File: src/rtl/mc_control_fsm_pkg.sv
// mc_ctrl_pkg
// Shared encodings for the multi-cycle MIPS main control FSM:
//   state_t   - 4-bit controller state codes (FETCH..JUMP, FAULT)
//   OP_*      - instruction opcodes found in IR[31:26]
//   ALUOP_*   - operation requests handed to the ALU decoder
//   PCSRC_*   - next-PC source select
//   SRCB_*    - ALU B-operand select
// Helper functions decide opcode legality and the ALU operation used by the
// immediate-arithmetic group.
package mc_ctrl_pkg;

  typedef enum logic [3:0] {
    S_FETCH   = 4'd0,
    S_DECODE  = 4'd1,
    S_MEMADR  = 4'd2,
    S_MEMRD   = 4'd3,
    S_MEMWR   = 4'd4,
    S_MEMWB   = 4'd5,
    S_EXECUTE = 4'd6,
    S_ALUWB   = 4'd7,
    S_BRANCH  = 4'd8,
    S_IMMEX   = 4'd9,
    S_IMMWB   = 4'd10,
    S_JUMP    = 4'd11,
    S_FAULT   = 4'd12
  } state_t;

  localparam logic [5:0] OP_R    = 6'b000000;
  localparam logic [5:0] OP_J    = 6'b000010;
  localparam logic [5:0] OP_BEQ  = 6'b000100;
  localparam logic [5:0] OP_BNE  = 6'b000101;
  localparam logic [5:0] OP_ADDI = 6'b001000;
  localparam logic [5:0] OP_ANDI = 6'b001100;
  localparam logic [5:0] OP_ORI  = 6'b001101;
  localparam logic [5:0] OP_LW   = 6'b100011;
  localparam logic [5:0] OP_SW   = 6'b101011;

  localparam logic [2:0] ALUOP_ADD   = 3'b000;
  localparam logic [2:0] ALUOP_SUB   = 3'b001;
  localparam logic [2:0] ALUOP_FUNCT = 3'b010;
  localparam logic [2:0] ALUOP_AND   = 3'b011;
  localparam logic [2:0] ALUOP_OR    = 3'b100;

  localparam logic [1:0] PCSRC_ALU    = 2'b00;
  localparam logic [1:0] PCSRC_ALUOUT = 2'b01;
  localparam logic [1:0] PCSRC_JUMP   = 2'b10;

  localparam logic [1:0] SRCB_B     = 2'b00;
  localparam logic [1:0] SRCB_FOUR  = 2'b01;
  localparam logic [1:0] SRCB_IMM   = 2'b10;
  localparam logic [1:0] SRCB_IMMSH = 2'b11;

  // The ANDI/ORI/BNE group is only legal when the extension is built in.
  function automatic logic opSupported(input logic [5:0] op, input logic extEn);
    logic ok;
    case (op)
      OP_LW, OP_SW, OP_R, OP_BEQ, OP_ADDI, OP_J: ok = 1'b1;
      OP_BNE, OP_ANDI, OP_ORI:                   ok = extEn;
      default:                                   ok = 1'b0;
    endcase
    return ok;
  endfunction

  // Logical immediates use AND/OR with zero extension; ADDI adds sign-extended.
  function automatic logic [2:0] immAluop(input logic [5:0] op);
    logic [2:0] code;
    case (op)
      OP_ANDI: code = ALUOP_AND;
      OP_ORI:  code = ALUOP_OR;
      default: code = ALUOP_ADD;
    endcase
    return code;
  endfunction

endpackage

File: src/rtl/mc_control_fsm_if.sv
// mc_control_fsm_if
// Bundles the opcode/memory handshake inputs and every datapath control
// output of the main control FSM.
//   master : the controller (drives mem_req and all enables/selects)
//   slave  : the datapath/memory side (drives op and mem_ready)
interface mc_control_fsm_if;
  logic [5:0] op;
  logic       mem_ready;
  logic       mem_req;
  logic       pcwrite;
  logic       memwrite;
  logic       irwrite;
  logic       regwrite;
  logic       alusrca;
  logic       branch;
  logic       branchne;
  logic       iord;
  logic       memtoreg;
  logic       regdst;
  logic       immext;
  logic [1:0] alusrcb;
  logic [1:0] pcsrc;
  logic [2:0] aluop;
  logic       illegal_op;
  logic       fault;

  modport master (
    input  op, mem_ready,
    output mem_req, pcwrite, memwrite, irwrite, regwrite, alusrca, branch,
           branchne, iord, memtoreg, regdst, immext, alusrcb, pcsrc, aluop,
           illegal_op, fault
  );

  modport slave (
    output op, mem_ready,
    input  mem_req, pcwrite, memwrite, irwrite, regwrite, alusrca, branch,
           branchne, iord, memtoreg, regdst, immext, alusrcb, pcsrc, aluop,
           illegal_op, fault
  );
endinterface

File: src/rtl/mc_control_fsm_mem_wait_timer.sv
// mc_mem_wait_timer
// Counts cycles a memory state has waited without mem_ready and flags the
// cycle in which the wait budget is exhausted.
//   clk     in  rising-edge clock
//   reset   in  asynchronous active-high, count -> 0
//   clr     in  controller is changing state this cycle
//   inc     in  controller sits in a memory state
//   ready   in  memory completes this cycle
//   timeout out count has reached TIMEOUT and memory is still not ready
module mc_mem_wait_timer #(
  parameter int TIMEOUT = 16
) (
  input  logic clk,
  input  logic reset,
  input  logic clr,
  input  logic inc,
  input  logic ready,
  output logic timeout
);
  localparam int W = $clog2(TIMEOUT + 1);

  logic [W-1:0] r_count;

  // The count restarts whenever the controller moves on, and saturates at
  // TIMEOUT so a stuck wait can never wrap back into a legal count.
  always_ff @(posedge clk or posedge reset) begin
    if (reset)
      r_count <= '0;
    else if (clr)
      r_count <= '0;
    else if (inc && !ready && (r_count != W'(TIMEOUT)))
      r_count <= r_count + 1'b1;
  end

  // A ready arriving on the last allowed cycle still counts as completion.
  assign timeout = !ready && (r_count == W'(TIMEOUT));
endmodule

File: src/rtl/mc_control_fsm.sv
// mc_control_fsm
// Main control FSM of the multi-cycle MIPS datapath. Decodes the IR opcode
// into datapath enables and mux selects, waits on the memory handshake and
// parks in FAULT if a memory access never completes.
//   clk    in  rising-edge clock
//   reset  in  asynchronous active-high; state -> FETCH, outputs forced low
//   bus    master side of mc_control_fsm_if (op, mem_ready in; controls out)
// Parameters: MEM_HANDSHAKE (wait on mem_ready), TIMEOUT (1..255 wait cycles
// before FAULT), EN_EXT (ANDI/ORI/BNE decode).
module mc_control_fsm
  import mc_ctrl_pkg::*;
#(
  parameter int MEM_HANDSHAKE = 1,
  parameter int TIMEOUT       = 16,
  parameter int EN_EXT        = 1
) (
  input logic              clk,
  input logic              reset,
  mc_control_fsm_if.master bus
);
  state_t     r_state;
  state_t     w_next;
  logic       w_done;
  logic       w_timeout;
  logic       w_legal;
  logic [2:0] w_immAluop;
  logic       w_immExt;

  // Without the handshake every memory access is treated as single-cycle.
  assign w_done     = (MEM_HANDSHAKE != 0) ? bus.mem_ready : 1'b1;
  assign w_legal    = opSupported(bus.op, EN_EXT != 0);
  assign w_immAluop = immAluop(bus.op);
  assign w_immExt   = (bus.op == OP_ANDI) || (bus.op == OP_ORI);

  // The wait timer only exists when memory can stall us.
  generate
    if (MEM_HANDSHAKE != 0) begin : g_timer
      logic w_memState;
      assign w_memState = (r_state == S_FETCH) || (r_state == S_MEMRD) ||
                          (r_state == S_MEMWR);
      mc_mem_wait_timer #(.TIMEOUT(TIMEOUT)) u_timer (
        .clk     (clk),
        .reset   (reset),
        .clr     (w_next != r_state),
        .inc     (w_memState),
        .ready   (bus.mem_ready),
        .timeout (w_timeout)
      );
    end else begin : g_noTimer
      assign w_timeout = 1'b0;
    end
  endgenerate

  // State register; reset always lands in FETCH.
  always_ff @(posedge clk or posedge reset) begin
    if (reset)
      r_state <= S_FETCH;
    else
      r_state <= w_next;
  end

  // Next-state decode. Memory states hold until completion or timeout; the
  // opcode is read directly because the IR is stable after FETCH.
  always_comb begin
    w_next = r_state;
    case (r_state)
      S_FETCH: begin
        if (w_done)         w_next = S_DECODE;
        else if (w_timeout) w_next = S_FAULT;
      end
      S_DECODE: begin
        w_next = S_FETCH;
        if (w_legal) begin
          case (bus.op)
            OP_LW, OP_SW:            w_next = S_MEMADR;
            OP_R:                    w_next = S_EXECUTE;
            OP_BEQ, OP_BNE:          w_next = S_BRANCH;
            OP_ADDI, OP_ANDI, OP_ORI: w_next = S_IMMEX;
            OP_J:                    w_next = S_JUMP;
            default:                 w_next = S_FETCH;
          endcase
        end
      end
      S_MEMADR: begin
        if (bus.op == OP_LW)      w_next = S_MEMRD;
        else if (bus.op == OP_SW) w_next = S_MEMWR;
        else                      w_next = S_FETCH;
      end
      S_MEMRD: begin
        if (w_done)         w_next = S_MEMWB;
        else if (w_timeout) w_next = S_FAULT;
      end
      S_MEMWR: begin
        if (w_done)         w_next = S_FETCH;
        else if (w_timeout) w_next = S_FAULT;
      end
      S_EXECUTE: w_next = S_ALUWB;
      S_IMMEX:   w_next = S_IMMWB;
      S_MEMWB, S_ALUWB, S_BRANCH, S_IMMWB, S_JUMP: w_next = S_FETCH;
      S_FAULT:   w_next = S_FAULT;
      default:   w_next = S_FETCH;
    endcase
  end

  // Output decode. Reset forces everything low so an interrupted access
  // cannot leave a request or write enable asserted. pcwrite/irwrite in
  // FETCH wait for the completing cycle; memwrite is held for the whole wait.
  always_comb begin
    bus.mem_req    = 1'b0;
    bus.pcwrite    = 1'b0;
    bus.memwrite   = 1'b0;
    bus.irwrite    = 1'b0;
    bus.regwrite   = 1'b0;
    bus.alusrca    = 1'b0;
    bus.branch     = 1'b0;
    bus.branchne   = 1'b0;
    bus.iord       = 1'b0;
    bus.memtoreg   = 1'b0;
    bus.regdst     = 1'b0;
    bus.immext     = 1'b0;
    bus.alusrcb    = SRCB_B;
    bus.pcsrc      = PCSRC_ALU;
    bus.aluop      = ALUOP_ADD;
    bus.illegal_op = 1'b0;
    bus.fault      = 1'b0;
    if (!reset) begin
      case (r_state)
        S_FETCH: begin
          bus.mem_req = 1'b1;
          bus.alusrcb = SRCB_FOUR;
          bus.pcwrite = w_done;
          bus.irwrite = w_done;
        end
        S_DECODE: begin
          bus.alusrcb    = SRCB_IMMSH;
          bus.illegal_op = !w_legal;
        end
        S_MEMADR: begin
          bus.alusrca = 1'b1;
          bus.alusrcb = SRCB_IMM;
        end
        S_MEMRD: begin
          bus.mem_req = 1'b1;
          bus.iord    = 1'b1;
        end
        S_MEMWR: begin
          bus.mem_req  = 1'b1;
          bus.iord     = 1'b1;
          bus.memwrite = 1'b1;
        end
        S_MEMWB: begin
          bus.regwrite = 1'b1;
          bus.memtoreg = 1'b1;
        end
        S_EXECUTE: begin
          bus.alusrca = 1'b1;
          bus.aluop   = ALUOP_FUNCT;
        end
        S_ALUWB: begin
          bus.regwrite = 1'b1;
          bus.regdst   = 1'b1;
        end
        S_BRANCH: begin
          bus.alusrca  = 1'b1;
          bus.aluop    = ALUOP_SUB;
          bus.pcsrc    = PCSRC_ALUOUT;
          bus.branch   = (bus.op == OP_BEQ);
          bus.branchne = (bus.op == OP_BNE);
        end
        S_IMMEX: begin
          bus.alusrca = 1'b1;
          bus.alusrcb = SRCB_IMM;
          bus.aluop   = w_immAluop;
          bus.immext  = w_immExt;
        end
        S_IMMWB: begin
          bus.regwrite = 1'b1;
          bus.aluop    = w_immAluop;
          bus.immext   = w_immExt;
        end
        S_JUMP: begin
          bus.pcwrite = 1'b1;
          bus.pcsrc   = PCSRC_JUMP;
        end
        S_FAULT: bus.fault = 1'b1;
        default: ;
      endcase
    end
  end
endmodule

File: src/flat_wrapper.sv
// flat-port wrapper written by rule: the top's interface ports become plain ports
module mc_control_fsm_flat import mc_ctrl_pkg::*;
#(
  parameter int MEM_HANDSHAKE = 1,
  parameter int TIMEOUT       = 16,
  parameter int EN_EXT        = 1
)
  (clk, reset, bus_op, bus_mem_ready, bus_mem_req, bus_pcwrite, bus_memwrite, bus_irwrite, bus_regwrite, bus_alusrca, bus_branch, bus_branchne, bus_iord, bus_memtoreg, bus_regdst, bus_immext, bus_alusrcb, bus_pcsrc, bus_aluop, bus_illegal_op, bus_fault);
  mc_control_fsm_if bus_i ();
  input logic clk;
  input logic reset;
  input wire logic [$bits(bus_i.op)-1:0] bus_op;
  input wire logic [$bits(bus_i.mem_ready)-1:0] bus_mem_ready;
  output wire logic [$bits(bus_i.mem_req)-1:0] bus_mem_req;
  output wire logic [$bits(bus_i.pcwrite)-1:0] bus_pcwrite;
  output wire logic [$bits(bus_i.memwrite)-1:0] bus_memwrite;
  output wire logic [$bits(bus_i.irwrite)-1:0] bus_irwrite;
  output wire logic [$bits(bus_i.regwrite)-1:0] bus_regwrite;
  output wire logic [$bits(bus_i.alusrca)-1:0] bus_alusrca;
  output wire logic [$bits(bus_i.branch)-1:0] bus_branch;
  output wire logic [$bits(bus_i.branchne)-1:0] bus_branchne;
  output wire logic [$bits(bus_i.iord)-1:0] bus_iord;
  output wire logic [$bits(bus_i.memtoreg)-1:0] bus_memtoreg;
  output wire logic [$bits(bus_i.regdst)-1:0] bus_regdst;
  output wire logic [$bits(bus_i.immext)-1:0] bus_immext;
  output wire logic [$bits(bus_i.alusrcb)-1:0] bus_alusrcb;
  output wire logic [$bits(bus_i.pcsrc)-1:0] bus_pcsrc;
  output wire logic [$bits(bus_i.aluop)-1:0] bus_aluop;
  output wire logic [$bits(bus_i.illegal_op)-1:0] bus_illegal_op;
  output wire logic [$bits(bus_i.fault)-1:0] bus_fault;
  assign bus_i.op = bus_op;
  assign bus_i.mem_ready = bus_mem_ready;
  assign bus_mem_req = bus_i.mem_req;
  assign bus_pcwrite = bus_i.pcwrite;
  assign bus_memwrite = bus_i.memwrite;
  assign bus_irwrite = bus_i.irwrite;
  assign bus_regwrite = bus_i.regwrite;
  assign bus_alusrca = bus_i.alusrca;
  assign bus_branch = bus_i.branch;
  assign bus_branchne = bus_i.branchne;
  assign bus_iord = bus_i.iord;
  assign bus_memtoreg = bus_i.memtoreg;
  assign bus_regdst = bus_i.regdst;
  assign bus_immext = bus_i.immext;
  assign bus_alusrcb = bus_i.alusrcb;
  assign bus_pcsrc = bus_i.pcsrc;
  assign bus_aluop = bus_i.aluop;
  assign bus_illegal_op = bus_i.illegal_op;
  assign bus_fault = bus_i.fault;
  mc_control_fsm #(.MEM_HANDSHAKE(MEM_HANDSHAKE), .TIMEOUT(TIMEOUT), .EN_EXT(EN_EXT)) u_core (.clk(clk), .reset(reset), .bus(bus_i));
endmodule
File: config.mk
export PLATFORM = sky130hd
export DESIGN_NAME = mc_control_fsm_flat
export DESIGN_NICKNAME = d
export VERILOG_FILES = /design/src/rtl/mc_control_fsm_pkg.sv /design/src/rtl/mc_control_fsm_if.sv /design/src/rtl/mc_control_fsm_mem_wait_timer.sv /design/src/rtl/mc_control_fsm.sv /design/src/flat_wrapper.sv
export SDC_FILE = /design/constraint.sdc
export NUM_CORES = 1
export LEC_CHECK = 0
export ABC_AREA = 0
export BUFFER_PORTS_ARGS = -buffer_cell sky130_fd_sc_hd__buf_2
export CORE_ASPECT_RATIO = 2
export CORE_MARGIN = 2
export CORE_UTILIZATION = 45
export DETAILED_ROUTE_END_ITERATION = 8
export GPL_TIMING_DRIVEN = 0
export MAX_ROUTING_LAYER = met4
export PLACE_DENSITY = 0.7
export SYNTH_ARGS = -nofsm -noshare
export SYNTH_HDL_FRONTEND = slang
export SYNTH_SLANG_ARGS = --single-unit
File: constraint.sdc
create_clock -name clk -period 2.4 [get_ports clk]
set_clock_uncertainty 0.15 [all_clocks]
set_input_delay 0.48 -clock clk [delete_from_list [all_inputs] [get_ports clk]]
set_output_delay 0.48 -clock clk [all_outputs]
set_load 0.05 [all_outputs]
======== Word-level counts from Yosys, hierarchy flattened ========
Index checks and enable logic that the tools add are counted.
storage, ports and cells
  register bits ........................... 9
  input bits .............................. 9
  output and inout bits ................... 21
  word-level logic and storage cells ...... 94
operators by class
  add/sub/neg operators ................... 1
  eq/ne operators ......................... 23
  mux-type cells .......................... 47
  reductions and logical operators ........ 21
operators by type and width
  cell                                                                   count
  4-bit case mux with 8 select lines                                     1
  1-bit two-way mux                                                      28
  4-bit two-way mux                                                      6
  4-bit equality test, second input constant                             5
  4-bit case mux with 5 select lines                                     1
  6-bit by 4-bit equality test with 1-bit output, second input constant  3
  4-bit by 3-bit equality test with 1-bit output, second input constant  4
  6-bit by 3-bit equality test with 1-bit output, second input constant  2
  6-bit equality test, second input constant                             2
  5-bit two-way mux                                                      2
  2-bit OR reduction                                                     5
  3-bit case mux with 3 select lines                                     1
  3-bit OR reduction                                                     3
  9-bit OR reduction                                                     1
  4-bit by 2-bit equality test with 1-bit output, second input constant  2
  6-bit by 2-bit equality test with 1-bit output, second input constant  1
  6-bit logical NOT                                                      1
  3-bit two-way mux                                                      2
  2-bit case mux with 3 select lines                                     1
  3-bit case mux with 2 select lines                                     1
  5-bit by 1-bit adder with 5-bit output, second input constant          1
  5-bit equality test, second input constant                             1
  5-bit inequality test, second input constant                           1
  4-bit by 1-bit equality test with 1-bit output, second input constant  1
  other kinds (10)                                                       16

======== Longest topological paths before layout ========
  depth in word-level cells ............... 7
  gate-level depth with buffers ........... 8
  depth with buffers taken out ............ 8

======== Hierarchy ========
A second synthesis with hierarchy kept.
unflattened totals
  cell total of the unflattened synthesis .. 156
  area total of the unflattened synthesis .. 1083.5 um2
by module, submodules not included
  module             times used  cells an instance  area an instance (um2)  sequential area each (um2)
  mc_control_fsm     1           123                757.0                   100.1
  mc_mem_wait_timer  1           33                 326.6                   125.1

======== Worst setup path after synthesis ========
Ideal clock, no wire load.
  path type ............................... input to output
  start point ............................. in bus_op[3]
  end point ............................... out bus_illegal_op
  data arrival time ....................... 2.623 ns
  required time ........................... 1.770 ns
  path slack .............................. -0.853 ns
  stages on the path ...................... 4
  path buffers ............................ 1
  path through ............................ buf_2 > nor3b_2 > o31a_1 > nor4bb_1
on the way
  word-level cells in the longest chain between the ends .. 6
  elaborated cells between the ends (all ways) .. 14
  those cells by class .................... eq/ne: 8; mux: 3; reduce/logical: 3
ends and longest elaborated chain
  element                                                                       RTL line                  text
  from (decl)                                                                   flat_wrapper.sv:12        input wire logic [$bits(bus_i.op)-1:0] bus_op;
  6-bit by 4-bit equality test with 1-bit output, or another cell as far along  mc_control_fsm_pkg.sv:56  case (op)
  9-bit OR reduction (no line) *                                                --
  1-bit two-way mux *                                                           mc_control_fsm_pkg.sv:56
  1-bit logical NOT *                                                           mc_control_fsm.sv:136     bus.illegal_op = !w_legal;
  1-bit two-way mux *                                                           mc_control_fsm.sv:127     case (r_state)
  1-bit two-way mux *                                                           mc_control_fsm.sv:126     if (!reset) begin
  to (decl)                                                                     flat_wrapper.sv:29        output wire logic [$bits(bus_i.illegal_op)-1:0] bus_illegal_op;
Every way passes the cells marked *; elsewhere a longest branch is shown, timed or not.

======== Worst setup path after layout ========
  start point ............................. reg u_core.r_state[0]
  end point ............................... out bus_aluop[0]
on the way
  word-level cells in the longest chain between the ends .. 4
  elaborated cells between the ends (all ways) .. 7
  those cells by class .................... eq/ne: 4; mux: 2; reduce/logical: 1
ends and longest elaborated chain
  element                               RTL line               text
  from (decl)                           mc_control_fsm.sv:21   state_t r_state;
  from (signal assigned)                mc_control_fsm.sv:59   r_state <= w_next;
  4-bit equality test                   mc_control_fsm.sv:127
  2-bit OR reduction (no line)          --
  3-bit case mux with 3 select lines *  mc_control_fsm.sv:127
  3-bit two-way mux *                   mc_control_fsm.sv:126
  to (decl)                             flat_wrapper.sv:28     output wire logic [$bits(bus_i.aluop)-1:0] bus_aluop;
Marks and branches as above.

==> run metrics <==
type of origin of the critical path flop; Fill cells about 190; insertion delay of the later-clocked pin in the worst-skew pair 0.24 ns; detailed router's first-iteration violation count 24; number of cells after detailed placement around 200; post-synthesis sequential area ratio approximately a fifth; combined area of the multi-input logic cells ~990 µm²; minimum period implied by the final worst setup slack ~2.7 ns; fmax around 370 MHz; Die Width between 40 and 50 µm; power dissipated by switching net loads between 800 and 900 µW; core area 2505 µm²; Worst IR Drop VDD between 700 and 800 µV; arrival time of the worst setup path between 2 and 2.5 ns; reported max-cap violation count 0; clock power share roughly 11%; worst reg2reg startpoint u_core.r_state[0]; floorplan die area 3045 µm²; Yosys warning total 0; CTS max path bufs 2; register cell area after layout around 230 µm²; part of the power in registers between 10% and 20%; final number of max-transition violations 0; share of post-route cells with drive strength above 1 between 40% and 50%; overall fraction of global-route tracks in use 25.77%; Internal ~800 µW; leak pwr ~0.00075 µW; CTS buffer count 3; Avg Inst Size Synth roughly 8 µm²; dpl cell area 1435 µm²; synth unique cells 55; Switching Share 50.81%; DP HPWL 2.702 mm; placer's final routability congestion estimate roughly 0.90; count of buffer and inverter cells on the critical path 2; area of the mapped netlist around 1200 µm²; failing checks negative setup slack; number of flops mapped to enable cells by yosys 0; logic gate share of total power between 70% and 80%; Antenna Cells 0; fin cells approximately 210; Max FO, Critical Path 3; via count of the first global-routing pass roughly 1300; total overflow reported by the global router 0; gate count of the mapped netlist ~140; fraction of registers with async set or reset after synthesis 100.0%; final wirelength roughly 3.6 mm; kind of cell adding the most delay to the critical path simple AND/OR/NAND/NOR gates; commonest register cell after synthesis dfrtp_1; critical path data required time approximately 1.8 ns; Die H 76.07 µm; unrepaired setup endpoints after global routing yes; drt drc 0; synthesized netlist net count 154; cells along the critical path buf_6, xnor2_2, nor2_1, nand4_1, or2_4, maj3_2, nor3_4, buf_6; Clk Tree Root Cell clkbuf_8; Setup CP Type reg -> out; worst r2r dst u_core.g_timer.u_timer.r_count[2]; Final nets about 200; TritonCTS sink count 9; standard-cell rows 26; Pwr Total ~1600 µW; detailed-routing iteration count for the pre-antenna-repair pass 4; number of levels in the clock H-tree 1; minimum setup slack among reg-to-reg paths ~0.030 ns; worst-margin pin slew between 0.8 and 0.9 ns; maximum number of pins on one net before global-route repair 20; power density of the placed cells 940.9 nW/µm²; antenna violations before repair 0; count of endpoints failing hold in the final timing report 0; post-layout worst setup margin -0.2817 ns; headroom to the max-slew limit 44.66%; portion of the clock cycle consumed by the worst path in the final layout 111.7%; status complete, but fails checks; Worst Setup Slack post-DPL -0.3635 ns; final routed wire length divided by cell count between 15 and 20 µm; critical path's largest stage delay approximately 0.40 ns; cell mode on critical path buf_6; # port buffers 27; Initial Util a little under half; detail-routed via count per cell approximately 6; Setup TNS Final -1.044 ns; HP Class in -> async; Antenna Violating Nets Remaining 0; TritonCTS clock tree yes; post-synthesis register bit count 9; count of cells along the worst register-to-register path 9; Finished Cell Area ~1700 µm²; clock input transition at the sequential cells of the worst setup and hold paths ~0.040 ns; Critical Path Sink Type primary output; Max stage delay cell, worst path dfrtp_1; synthesis-to-finish area growth 47.22%; Ports 30; via count of the routed design about 1300; first-pass GRT wire length approximately 5.5 mm; Final Setup Violations 7
==> metal layers <==
layer	vias up	GRT usage (%)	routed length, µm
met4	0	17.24	193
met3	15	3.207	92
met5	-	-	0
met2	34	44.52	2066
met1	618	23.13	1240
li1	617	-	-
==> cells by family (layout without fill, tap and decap cells) <==
logic type	after synthesis	in the layout	synth area share [%]
buffers and inverters	17	60	8.029
DFF	9	9	19.27
and+or+nand+nor	75	75	41.65
AOI/OAI and AO/OA	31	31	21.95
adders and majority gates	3	3	3.105
xor gates and xnor gates	8	8	5.995
==> cell usage after synthesis, drive strengths merged, types with 3 or more instances <==
cell type   n  share of area [%]
o311ai      3                2.9
nand4       3                1.6
o21ai       4                1.7
nor4        4                3.4
xnor2       4                3.0
clkbuf      3               0.96
nand2       6                1.9
nand3       5                2.1
nor2b       3                1.6
xor2        4                3.0
and3        3                1.6
nand2b      3                1.6
nor3       14                6.9
buf         8                5.1
inv         6                1.9
nor4b       3                4.1
a21oi       7                3.3
or2         3                1.6
dfrtp       9                 19
nor2       15                4.8
==> worst max path at each step <==
stage,to,startpoint,slack [ns],depth (start not counted)
6_report,bus_aluop[0],u_core.r_state[0],-0.28,8
2_1_floorplan,bus_illegal_op,bus_op[3],-0.37,4
5_1_grt,bus_aluop[0],u_core.r_state[0],-0.35,8
4_1_cts,bus_aluop[0],u_core.r_state[0],-0.27,8
3_3_place_gp,bus_aluop[0],bus_op[5],-0.34,7
3_5_place_dp,bus_aluop[0],bus_op[5],-0.36,7
==> power by group through the flow <==
stage          Clock (µW)  Combinational (µW)  Sequential [µW]
4_1_cts               179                1060              210
3_3_place_gp            0                 950              209
2_1_floorplan           0                 782              204
6_report              176                1230              212
3_5_place_dp            0                 968              212
5_1_grt               189                1300              212
==> final cells by class <==
type / instances / area share [%]
Multi-Input combinational cell: 117 / 57.67
Timing Repair Buffer: 40 / 17.82
Sequential cell: 9 / 13.09
Buffer: 10 / 5.382
Clock buffer: 3 / 2.400
Tap cell: 28 / 2.036
Inverter: 6 / 1.309
Clock inverter: 1 / 0.2909
==> worst reg2reg max path: stages, from the launching register on <==
cell and delay, ns:
dfrtp_1 0.40, buf_6 0.14, buf_4 0.13, buf_8 0.13, or3b_4 0.44, buf_4 0.16, o221ai_2 0.21, xnor2_1 0.16
nand3_2 0.15, nor3_1 0.21
==> through the flow <==
step	hold slack (ns)	util, %
2_1_floorplan	0.1662	-
3_3_place_gp	0.3601	57.29
3_5_place_dp	0.3643	57.29
4_1_cts	0.1155	63.94
5_1_grt	0.1433	68.68
6_report	0.1141	68.68
==> repair_timing <==
item	in CTS	in global routing
setup endpoints to repair	11	12
hold buffers	0	0
pin swaps	3	8
resized for setup	24	24
setup buffers	7	9
==> registers in the layout (all words and copies together) (netlist names) <==
name,flops
u_core.g_timer.u_timer.r_count,5
u_core.r_state,4
==> placed cells by master, fill, tap and decap left out, types with 5 or more instances in the layout <==
cell | netlist | routed
buf_4 | 3 | 18
a21oi_1 | 6 | 6
buf_6 | 2 | 10
nand2_1 | 6 | 5
buf_2 | 3 | 15
nor3_2 | 2 | 5
nor2_1 | 15 | 13
inv_1 | 6 | 6
dfrtp_1 | 9 | 9
nor3_1 | 12 | 8
No activity file was read; power rests on OpenSTA's default activity.
